[src/rtl/core_pkg.sv]
// core_pkg: shared fetch-stage types and constants
// Provides the PC word-address width, the canonical NOP and the queue entry type.
package core_pkg;
  localparam int PC_W = 25;
  localparam logic [31:0] NOP_INST = 32'h0;
  typedef struct packed {
    logic [31:0] inst;
    logic [PC_W-1:0] pc;
  } fetch_entry_t;
endpackage

[src/rtl/inst_queue.sv]
// inst_queue: circular FIFO of fetch entries with clear
// Ports: clk, rst (async active-low), clr (empties queue, wins over push/pop),
// push/din (enqueue), pop (dequeue), head (oldest entry), occ (occupancy).
module inst_queue import core_pkg::*; #(
  parameter int DEPTH = 4,
  localparam int AW = DEPTH > 1 ? $clog2(DEPTH) : 1,
  localparam int OW = $clog2(DEPTH + 1)
) (
  input  logic         clk,
  input  logic         rst,
  input  logic         clr,
  input  logic         push,
  input  logic         pop,
  input  fetch_entry_t din,
  output fetch_entry_t head,
  output logic [OW-1:0] occ
);
  fetch_entry_t mem [DEPTH];
  logic [AW-1:0] rd_ptr, wr_ptr;
  function automatic logic [AW-1:0] inc(input logic [AW-1:0] p);
    return p == AW'(DEPTH - 1) ? '0 : p + AW'(1);
  endfunction
  assign head = mem[rd_ptr];
  always_ff @(posedge clk)
    if (push && !clr) mem[wr_ptr] <= din;
  always_ff @(posedge clk or negedge rst)
    if (!rst) begin
      rd_ptr <= '0;
      wr_ptr <= '0;
      occ <= '0;
    end else if (clr) begin
      rd_ptr <= '0;
      wr_ptr <= '0;
      occ <= '0;
    end else begin
      if (push) wr_ptr <= inc(wr_ptr);
      if (pop) rd_ptr <= inc(rd_ptr);
      occ <= occ + OW'(push) - OW'(pop);
    end
  occ_bound: assert property (@(posedge clk) disable iff (!rst) occ <= OW'(DEPTH));
endmodule

[src/rtl/fetch.sv]
// fetch: instruction fetch stage with credit-controlled queue in front of decode
// Ports: clk, rst (async active-low); imem_en/imem_addr/imem_data (sync BRAM,
// one-cycle read latency); n_stall/dec_nstall (late stalls, only gate the pop);
// redirect/redirect_pc (execute-resolved target); inst/if_pc/if_valid (queue head
// to decode, NOP and PC 0 when empty).
module fetch #(
  parameter int DEPTH = 4,
  parameter int PC_W = core_pkg::PC_W,
  parameter logic [PC_W-1:0] RESET_PC = '0
) (
  input  logic            clk,
  input  logic            rst,
  output logic            imem_en,
  output logic [PC_W-1:0] imem_addr,
  input  logic [31:0]     imem_data,
  input  logic            n_stall,
  input  logic            dec_nstall,
  input  logic            redirect,
  input  logic [PC_W-1:0] redirect_pc,
  output logic [31:0]     inst,
  output logic [PC_W-1:0] if_pc,
  output logic            if_valid
);
  localparam int OW = $clog2(DEPTH + 1);
  logic [PC_W-1:0] fetch_pc, inflight_pc;
  logic inflight, squash, push, pop;
  logic [OW-1:0] occ;
  core_pkg::fetch_entry_t head;
  // Every in-flight read owns a queue slot, so the queue can never overflow and
  // the stall inputs never need to reach the address path.
  assign imem_en = rst & ~redirect & (({1'b0, occ} + {{OW{1'b0}}, inflight}) < (OW + 1)'(DEPTH));
  assign imem_addr = fetch_pc;
  assign push = inflight & ~squash & ~redirect;
  assign pop = n_stall & dec_nstall & (occ != '0);
  assign if_valid = occ != '0;
  assign inst = if_valid ? head.inst : core_pkg::NOP_INST;
  assign if_pc = if_valid ? head.pc : '0;
  always_ff @(posedge clk or negedge rst)
    if (!rst) begin
      fetch_pc <= RESET_PC;
      inflight <= 1'b0;
      inflight_pc <= '0;
      squash <= 1'b0;
    end else begin
      squash <= redirect;
      inflight <= imem_en;
      if (imem_en) begin
        inflight_pc <= fetch_pc;
        fetch_pc <= fetch_pc + PC_W'(1);
      end
      if (redirect) fetch_pc <= redirect_pc;
    end
  inst_queue #(.DEPTH(DEPTH)) u_queue (
    .clk(clk),
    .rst(rst),
    .clr(redirect),
    .push(push),
    .pop(pop),
    .din('{inst: imem_data, pc: inflight_pc}),
    .head(head),
    .occ(occ)
  );
endmodule

[config.mk]
export PLATFORM = sky130hd
export DESIGN_NAME = fetch
export DESIGN_NICKNAME = d
export VERILOG_FILES = /design/src/rtl/core_pkg.sv /design/src/rtl/inst_queue.sv /design/src/rtl/fetch.sv
export SDC_FILE = /design/constraint.sdc
export NUM_CORES = 1
export LEC_CHECK = 0
export CAP_MARGIN = 20
export CORE_MARGIN = 1.5
export CORE_UTILIZATION = 34
export CTS_CLUSTER_SIZE = 8
export DETAILED_ROUTE_END_ITERATION = 16
export GPL_ROUTABILITY_DRIVEN = 0
export REMOVE_ABC_BUFFERS = 1
export SYNTH_ARGS = -nofsm -noshare
export SYNTH_HDL_FRONTEND = slang
export SYNTH_HIERARCHICAL = 1
export SYNTH_SLANG_ARGS = --single-unit
[constraint.sdc]
create_clock -name clk -period 4.8 [get_ports clk]
set_input_delay 0.72 -clock clk [delete_from_list [all_inputs] [get_ports clk]]
set_output_delay 0.72 -clock clk [all_outputs]
set_load 0.01 [all_outputs]
==> flow_metrics.tcl, run 1 <==
set metrics [dict create \
    status "finished, final reports clean" \
    clk_latency_ps 510 \
    drt_wl_total_um 24030 \
    antenna_found_initial 0 \
    drive_gt1_frac 0.1400 \
    routed_via_density 4.812 \
    slew-limit-headroom 0.3592 \
    grt_util_all_layers 0.1387 \
    crit_fanout 48 \
    grt_pass1_vias 6474 \
    drtIter0Drc 346 \
    core_area_sq_um 33450 \
    io_pins 146 \
    cp-end-kind "primary output" \
    cts_resized 0 \
    clock_sinks 287 \
    p_per_area_nw_per_um2 470.1 \
    p_total_mw 6.844 \
    synth-simple-area-share 0.1033 \
    nets 922 \
    overflow 0 \
    final-instance-count-excl-fill 1312 \
    root_buffer "clkbuf_16" \
    cts_tree "yes" \
    dp_cells 1255 \
    async_flop_share 0.2056 \
    wl_per_cell_um 18.32 \
    crit_type "register to primary output" \
    die_area_sq_um 35080 \
    diodes 0 \
    grt_pass1_wl_um 37780 \
    die_h_um 187.3 \
    yosys.area_share.adder 0.01040 \
    syn_inst 689 \
    finClkSkew_ps 10.48 \
    dp_hpwl_um 14480 \
    leakagePower_nw 4.993 \
    start_kind "register" \
    start_util 0.3453 \
    port_buffers 145 \
    synth_compound_area_frac 0.02947 \
    drc 0 \
    final.setup.tns_ps 0 \
    vias 6313 \
    min_path_type "input pin to async pin" \
    cts_buffers 41 \
    pre_cts_ws_ps 1290 \
    avgSynthCellArea_sq_um 16.76 \
    grt_max_degree 60 \
    fill_cells 2957 \
    rows 67 \
    seq_area_sq_um 8328 \
    postRouteAntennaNets 0 \
    arrival_ps 3160 \
    cts_max_level 2 \
    period_minus_slack_ps 3878 \
    yosysSeqAreaShare 0.7207 \
    multiInputGateArea_sq_um 3024 \
    timing.max_cap.violations 0 \
    synth_seq_cells 287 \
    vdd_drop_max_v 0.0002774 \
    whs_ps 454.0 \
    syn-cell-area_sq_um 11550 \
    synth_top_family_by_area "multiplexers" \
    fin_crit_sh 0.8080 \
    clockBufferDepth 3 \
    maxSlewViolCount 0 \
    max_freq_mhz 257.9 \
    first_pass_iters 5 \
    synthFlopType "edfxtp_1" \
    area_growth_pct 26.06 \
    setup_slack_ps 921.8 \
    rsz0062_at_grt "no" \
    synth-xor-area-share 0.002709 \
    finalSetupViolCount 0 \
    worst_pin_slew_ps 961.3 \
    die_w_um 187.3 \
    hold_viol 0 \
    synthMuxAreaShare 0.1146 \
    cts_setup_buffers 0 \
    clk_pin_slew_worst_paths_ps 50 \
    synth_edf_count 228 \
    ys.warnings.count 6 \
    required_ps 4080 \
    holdBufCountCts 0 \
    synth.distinct_cells 47 \
]
[cells in the mapped netlist, types with 5 or more instances]
| library cell | count | area share |
|---|---|---|
| dfrtp_1 | 59 | 0.13 |
| nor2_1 | 25 | 0.0081 |
| nor2b_1 | 5 | 0.0027 |
| a21oi_1 | 8 | 0.0035 |
| ha_1 | 8 | 0.0087 |
| edfxtp_1 | 228 | 0.59 |
| and2_1 | 63 | 0.034 |
| nor3_1 | 6 | 0.0026 |
| nand4_1 | 10 | 0.0054 |
| inv_1 | 8 | 0.0026 |
| a221o_1 | 5 | 0.0043 |
| clkbuf_1 | 20 | 0.0065 |
| nand3_1 | 10 | 0.0043 |
| o21ai_0 | 17 | 0.0074 |
| nand2_1 | 96 | 0.031 |
| mux4_2 | 57 | 0.11 |
| nor3b_1 | 5 | 0.0033 |
[state kept, by name (all words and copies together), names as in the netlist]
signal / flops
u_queue/wr_ptr: 2
inflight_pc: 25
imem_addr: 25
u_queue/mem: 228
u_queue/occ: 3
inflight: 1
u_queue/rd_ptr: 2
squash: 1
[placed cells by master (no fill, tap or decap), types with 2 or more instances in the layout]
master and n:
a221o_1 5, nor2_1 25, nand3b_1 3, o211ai_1 3, nor3b_1 5, and2_4 4
a31oi_1 2, and2_1 59, nand3_1 9, edfxtp_1 228, nand4_1 10, a22oi_1 3
nand2_1 96, o311ai_0 4, clkbuf_1 13, clkbuf_16 41, ha_1 8, clkdlybuf4s50_1 144
or3b_2 2, a21o_1 2, dfrtp_1 57, inv_6 2, nand2b_1 4, nor2b_1 5
mux4_2 57, a21oi_1 8, a32oi_1 3, inv_1 8, nor3_1 6, mux2i_1 4
buf_4 7, o21ai_0 17
[path summary, 6_finish.rpt]
| kind | cells past startpoint | slack [ps] | from | end |
|---|---|---|---|---|
| hold / removal | 2 | 450 | rst | imem_addr[22] |
| min in group clk | 0 | 520 | inflight_pc[24] | u_queue/mem[3][24] |
| setup / recovery | 4 | 920 | u_queue/rd_ptr[0] | inst[26] |
| hold reg to reg | 0 | 520 | inflight_pc[24] | u_queue/mem[3][24] |
| setup reg to reg | 10 | 1830 | u_queue/occ[1] | u_queue/occ[2] |
| max in group asynchronous | 2 | 3760 | rst | u_queue/rd_ptr[0] |
[routing by layer]
metal  part of all wire  wire length (um)  vias up  GRT usage
li1                   -                 -     2943          -
met1               0.47             11240     3133     0.1954
met2               0.46             11000      195     0.2165
met3              0.053              1267       42    0.02739
met4              0.022               527        0    0.04467
met5                  0                 0        -          0
[critical path, cell delays in order (launching register included)]
cell             delay (ps)
dfrtp_4                1070
buf_4                   410
mux4_2                  540
and2_1                  150
clkdlybuf4s50_1         460
[power breakdown]
group | total, mW | internal, mW | switching [mW]
Sequential | 3.11 | 2.90 | 0.215
Clock | 2.48 | 1.53 | 0.944
Combinational | 1.25 | 0.712 | 0.541
Total | 6.84 | 5.14 | 1.70
[metrics by stage]
step,area (sq um),util
floorplan,11360,-
global placement,13450,0.4020
detailed placement,13450,0.4020
CTS,14540,0.4346
global route,14560,0.4352
finish,14560,0.4352
[cell type report]
class / instances / share of cell area
Tap cell: 448 / 0.03850
Multi-Input combinational cell: 359 / 0.2077
Timing Repair Buffer: 153 / 0.1043
Clock inverter: 2 / 0.001203
Sequential cell: 287 / 0.5721
Clock buffer: 54 / 0.07383
Inverter: 9 / 0.002321
[logic make-up after synthesis]
logic type / after synthesis
buffers and inverters: 43
adder cells (fa/ha/maj): 9
multiplexers: 61
AND/OR/NAND/NOR: 236
AO/OA/AOI/OAI: 51
XOR/XNOR: 2
flip-flops: 287
Note: power is estimated with default switching activity, not from simulation.
==> run 2, diff against run 1 <==
==> constraint.sdc (replaced) <==
create_clock -name clk -period 3.2 [get_ports clk]
set_input_delay 0.48 -clock clk [delete_from_list [all_inputs] [get_ports clk]]
set_output_delay 0.48 -clock clk [all_outputs]
set_load 0.01 [all_outputs]
==> flow_metrics.tcl, run 2 (synthesis results as in run 1) <==
set metrics [dict create \
    final_common_cell "edfxtp_1" \
    overflow 0 \
    status "finished, final reports clean" \
    clockBufferDepth 3 \
    vdd_drop_max_v 0.0004216 \
    reg2reg_from "u_queue/occ[1]" \
    rows 67 \
    postRouteAntennaNets 0 \
    clk_pin_slew_worst_paths_ps 50 \
    dp_hpwl_um 15860 \
    rsz0062_at_grt "no" \
    cp-end-kind "primary output" \
    rr_worst_depth 9 \
    clock_sinks 287 \
    finalSetupViolCount 0 \
    maxSlewViolCount 0 \
    die_w_um 187.3 \
    slew-limit-headroom 0.4603 \
    grt_max_degree 60 \
    finClkSkew_ps 7.111 \
    cts_max_level 2 \
    core_area_sq_um 33450 \
    first_pass_iters 5 \
    grt_pass1_vias 6816 \
    hold_viol 0 \
    worstSetupStartpoint "u_queue/occ[1]" \
    final.setup.tns_ps 0 \
    grt_busiest_layer "met2" \
    cpLargestDelayFamily "buffers and inverters" \
    rrSetupSlack_ps 730 \
    leakagePower_nw 5.156 \
    timing.critical_path.buf_inv 2 \
    max_freq_mhz 335.8 \
    use_met1 0.2065 \
    port_buffers 145 \
    root_buffer "clkbuf_16" \
    crit_fanout 43 \
    worst_pin_slew_ps 806.6 \
    grt_util_all_layers 0.1463 \
    path_cells "or3_4, buf_4, and2_1, clkdlybuf4s50_1" \
    drt_wl_total_um 25280 \
    grt_pass1_wl_um 39610 \
    start_util 0.3453 \
    routed_via_density 4.891 \
    drive_gt1_frac 0.1587 \
    gr-usage-met2 0.2322 \
    vias 6569 \
    whs_ps 239.3 \
    diodes 0 \
    final_cell_mix "edfxtp_1, clkdlybuf4s50_1, nand2_1" \
    cts_buffers 41 \
    nets 942 \
    max_stage_delay_ps 510 \
    holdBufCountCts 0 \
    fin_crit_sh 0.9305 \
    final-instance-count-excl-fill 1343 \
    die_area_sq_um 35080 \
    area_growth_pct 29.00 \
    io_pins 146 \
    cts_tree "yes" \
    die_h_um 187.3 \
    top_register "u_queue/mem" \
    arrival_ps 2500 \
    period_minus_slack_ps 2978 \
    largest_reg_flops 228 \
    crit_type "register to primary output" \
    antenna_found_initial 0 \
    drc 0 \
    min_path_type "input pin to async pin" \
    clk_latency_ps 510 \
    required_ps 2720 \
    wl_per_cell_um 18.83 \
    start_kind "register" \
    r2r-end "u_queue/occ[2]" \
    grt_util_met3 0.02702 \
    slowest_stage "or3_4" \
    timing.max_cap.violations 0 \
    dp_cells 1270 \
    drtIter0Drc 341 \
    p_per_area_nw_per_um2 705.4 \
]
run 2: cell count changes in the layout (fill, tap and decap cells not counted), sizes merged:
cell | before | now
clkbuf | 54 | 66
inv | 10 | 9
buf | 9 | 29
run 2: report_power, final:
group | switching, mW | internal, mW | total, mW
Clock | 1.45 | 2.45 | 3.90
Sequential | 0.274 | 4.34 | 4.62
Combinational | 0.893 | 1.10 | 1.99
Total | 2.62 | 7.89 | 10.5
run 2: worst max path at each step:
stage	slack, ps	cells after the start	end
2_1_floorplan	-440	2	if_pc[0]
3_3_place_gp	430	4	inst[3]
3_5_place_dp	430	4	inst[21]
4_1_cts	70	4	inst[21]
5_1_grt	120	4	if_pc[11]
6_report	220	4	if_pc[11]
run 2: stage by stage:
| stage | util | setup WS (ps) | total power [mW] | cell area [sq um] |
|---|---|---|---|---|
| floorplan | - | -439.9 | 5.506 | 11360 |
| global placement | 0.4083 | 427.4 | 6.645 | 13660 |
| detailed placement | 0.4083 | 434.0 | 6.674 | 13660 |
| CTS | 0.4443 | 69.16 | 10.64 | 14860 |
| global route | 0.4454 | 115.1 | 10.98 | 14900 |
| finish | 0.4454 | 222.2 | 10.51 | 14900 |
run 2: layer usage:
| metal | wire, um | part of all wire | vias to the layer above |
|---|---|---|---|
| li1 | - | - | 2999 |
| met1 | 11720 | 0.46 | 3327 |
| met2 | 11930 | 0.47 | 203 |
| met3 | 1199 | 0.047 | 40 |
| met4 | 442 | 0.017 | 0 |
| met5 | 0 | 0 | - |
run 2: layout make-up:
class / instances / area (sq um)
fill: 2915 / 18550
timing repair buffer: 173 / 1777
clock buffer: 66 / 1162
clock inverter: 1 / 8.758
multi-input combinational: 359 / 3028
inverter: 9 / 33.78
sequential: 287 / 8328
tap: 448 / 560.5
run 2: timing repair:
item,4_1_cts,5_1_grt
endpoints found under the setup margin,37,2
gates resized for setup,1,0
hold endpoints to repair,0,0
buffers inserted,1,5
==> run 3, diff against run 2 <==
==> constraint.sdc (replaced) <==
create_clock -name clk -period 3.2 [get_ports clk]
set_input_delay 0.64 -clock clk [delete_from_list [all_inputs] [get_ports clk]]
set_output_delay 0.64 -clock clk [all_outputs]
set_load 0.01 [all_outputs]
==> flow_metrics.tcl, run 3 (synthesis results as in run 1) <==
set metrics [dict create \
    final_common_cell "edfxtp_1" \
    finalSetupViolCount 0 \
    core_area_sq_um 33450 \
    die_area_sq_um 35080 \
    leakagePower_nw 5.108 \
    antenna_found_initial 0 \
    drive_gt1_frac 0.1530 \
    overflow 0 \
    root_buffer "clkbuf_16" \
    min_path_type "input pin to async pin" \
    die_w_um 187.3 \
    diodes 0 \
    wl_per_cell_um 18.46 \
    max_freq_mhz 324.5 \
    rsz0062_at_grt "no" \
    grt_pass1_vias 6658 \
    vias 6415 \
    grt_pass1_wl_um 38960 \
    die_h_um 187.3 \
    dp_hpwl_um 14760 \
    port_buffers 145 \
    start_util 0.3453 \
    drc 0 \
    p_per_area_nw_per_um2 701.8 \
    slowest_stage "clkdlybuf4s50_1" \
    cts_max_level 2 \
    drt_wl_total_um 24690 \
    required_ps 2560 \
    status "finished, final reports clean" \
    cts_tree "yes" \
    postRouteAntennaNets 0 \
    grt_util_all_layers 0.1429 \
    fin_util 0.4426 \
    routed_via_density 4.798 \
    clock_sinks 287 \
    worstSetupStartpoint "u_queue/occ[1]" \
    io_pins 146 \
    drtIter0Drc 362 \
    holdBufCountCts 0 \
    clockBufferDepth 3 \
    crit_fanout 43 \
    dp_cells 1269 \
    final-instance-count-excl-fill 1337 \
    hold_viol 0 \
    first_pass_iters 6 \
    cp-end-kind "primary output" \
    final_cell_mix "edfxtp_1, clkdlybuf4s50_1, nand2_1" \
    path_cells "or3_2, buf_6, and2_1, clkdlybuf4s50_1" \
    top_register "u_queue/mem" \
    cts_buffers 41 \
    rows 67 \
    largest_reg_flops 228 \
    clk_pin_slew_worst_paths_ps 50 \
    clk_latency_ps 500 \
    arrival_ps 2440 \
    slew-limit-headroom 0.4669 \
    maxSlewViolCount 0 \
    finClkSkew_ps 9.158 \
    vdd_drop_max_v 0.0003510 \
    crit_type "register to primary output" \
    grt_max_degree 60 \
    fin_crit_sh 0.9631 \
    area_growth_pct 28.19 \
    worst_pin_slew_ps 796.8 \
    max_stage_delay_ps 550 \
    period_minus_slack_ps 3082 \
    timing.max_cap.violations 0 \
    reg2reg_from "u_queue/occ[1]" \
    nets 939 \
    start_kind "register" \
]
## run 3: changes by cell type in the layout (fill, tap and decap cells not counted), sizes merged
cell | before | now
buf | 29 | 26
clkbuf | 66 | 64
inv | 9 | 8
## run 3: final timing paths
| path | to | slack, ps | depth (start not counted) |
|---|---|---|---|
| max | if_pc[11] | 120 | 4 |
| min | imem_addr[22] | 380 | 2 |
| max reg2reg | u_queue/occ[2] | 480 | 10 |
| min reg2reg | u_queue/mem[3][0] | 520 | 0 |
| max in group asynchronous | u_queue/rd_ptr[0] | 2200 | 2 |
| min in group clk | u_queue/mem[3][0] | 520 | 0 |
## run 3: metrics by stage
| step | total power, mW | hold slack (ps) | setup TNS (ps) | worst slack (ps) | instance area [sq um] |
|---|---|---|---|---|---|
| 2_1_floorplan | 5.506 | 344.4 | -38020 | -599.9 | 11360 |
| 3_3_place_gp | 6.667 | 494.2 | 0 | 335.2 | 13650 |
| 3_5_place_dp | 6.693 | 517.3 | 0 | 338.4 | 13650 |
| 4_1_cts | 10.54 | 403.0 | 0 | 11.26 | 14800 |
| 5_1_grt | 10.87 | 440.7 | 0 | 24.33 | 14800 |
| 6_report | 10.39 | 377.1 | 0 | 118.1 | 14800 |
## run 3: critical path: cells and delay by family (launching register included)
family / cells / cell delay, ps
simple gates: 2 / 740
buf+inv: 2 / 770
flops: 1 / 420
## run 3: timing repair
action                     4_1_cts  5_1_grt
setup buffers                    4        0
setup endpoints to repair       40        4
resized for setup                0        1
## run 3: routing by layer
layer | part of all wire | wire (um) | GRT usage
met3 | 0.047 | 1170 | 0.02983
met4 | 0.018 | 448 | 0.03846
met2 | 0.47 | 11620 | 0.2286
met5 | 0 | 0 | 0
met1 | 0.46 | 11450 | 0.1985
## run 3: power by group
part           leakage (nW)  total (mW)  switching, mW  internal, mW
logic                  1.78        2.00          0.912          1.09
registers              2.80        4.60          0.259          4.34
clock network         0.532        3.78           1.44          2.34
total                  5.11        10.4           2.61          7.78
## run 3: layout make-up
class | instances | area, sq um
repair buffers | 170 | 1745
inverters | 9 | 33.78
fillers | 2944 | 18640
clock buffers | 64 | 1112
multi-input cells | 359 | 3024
well taps | 448 | 560.5
flip-flops and latches | 287 | 8328
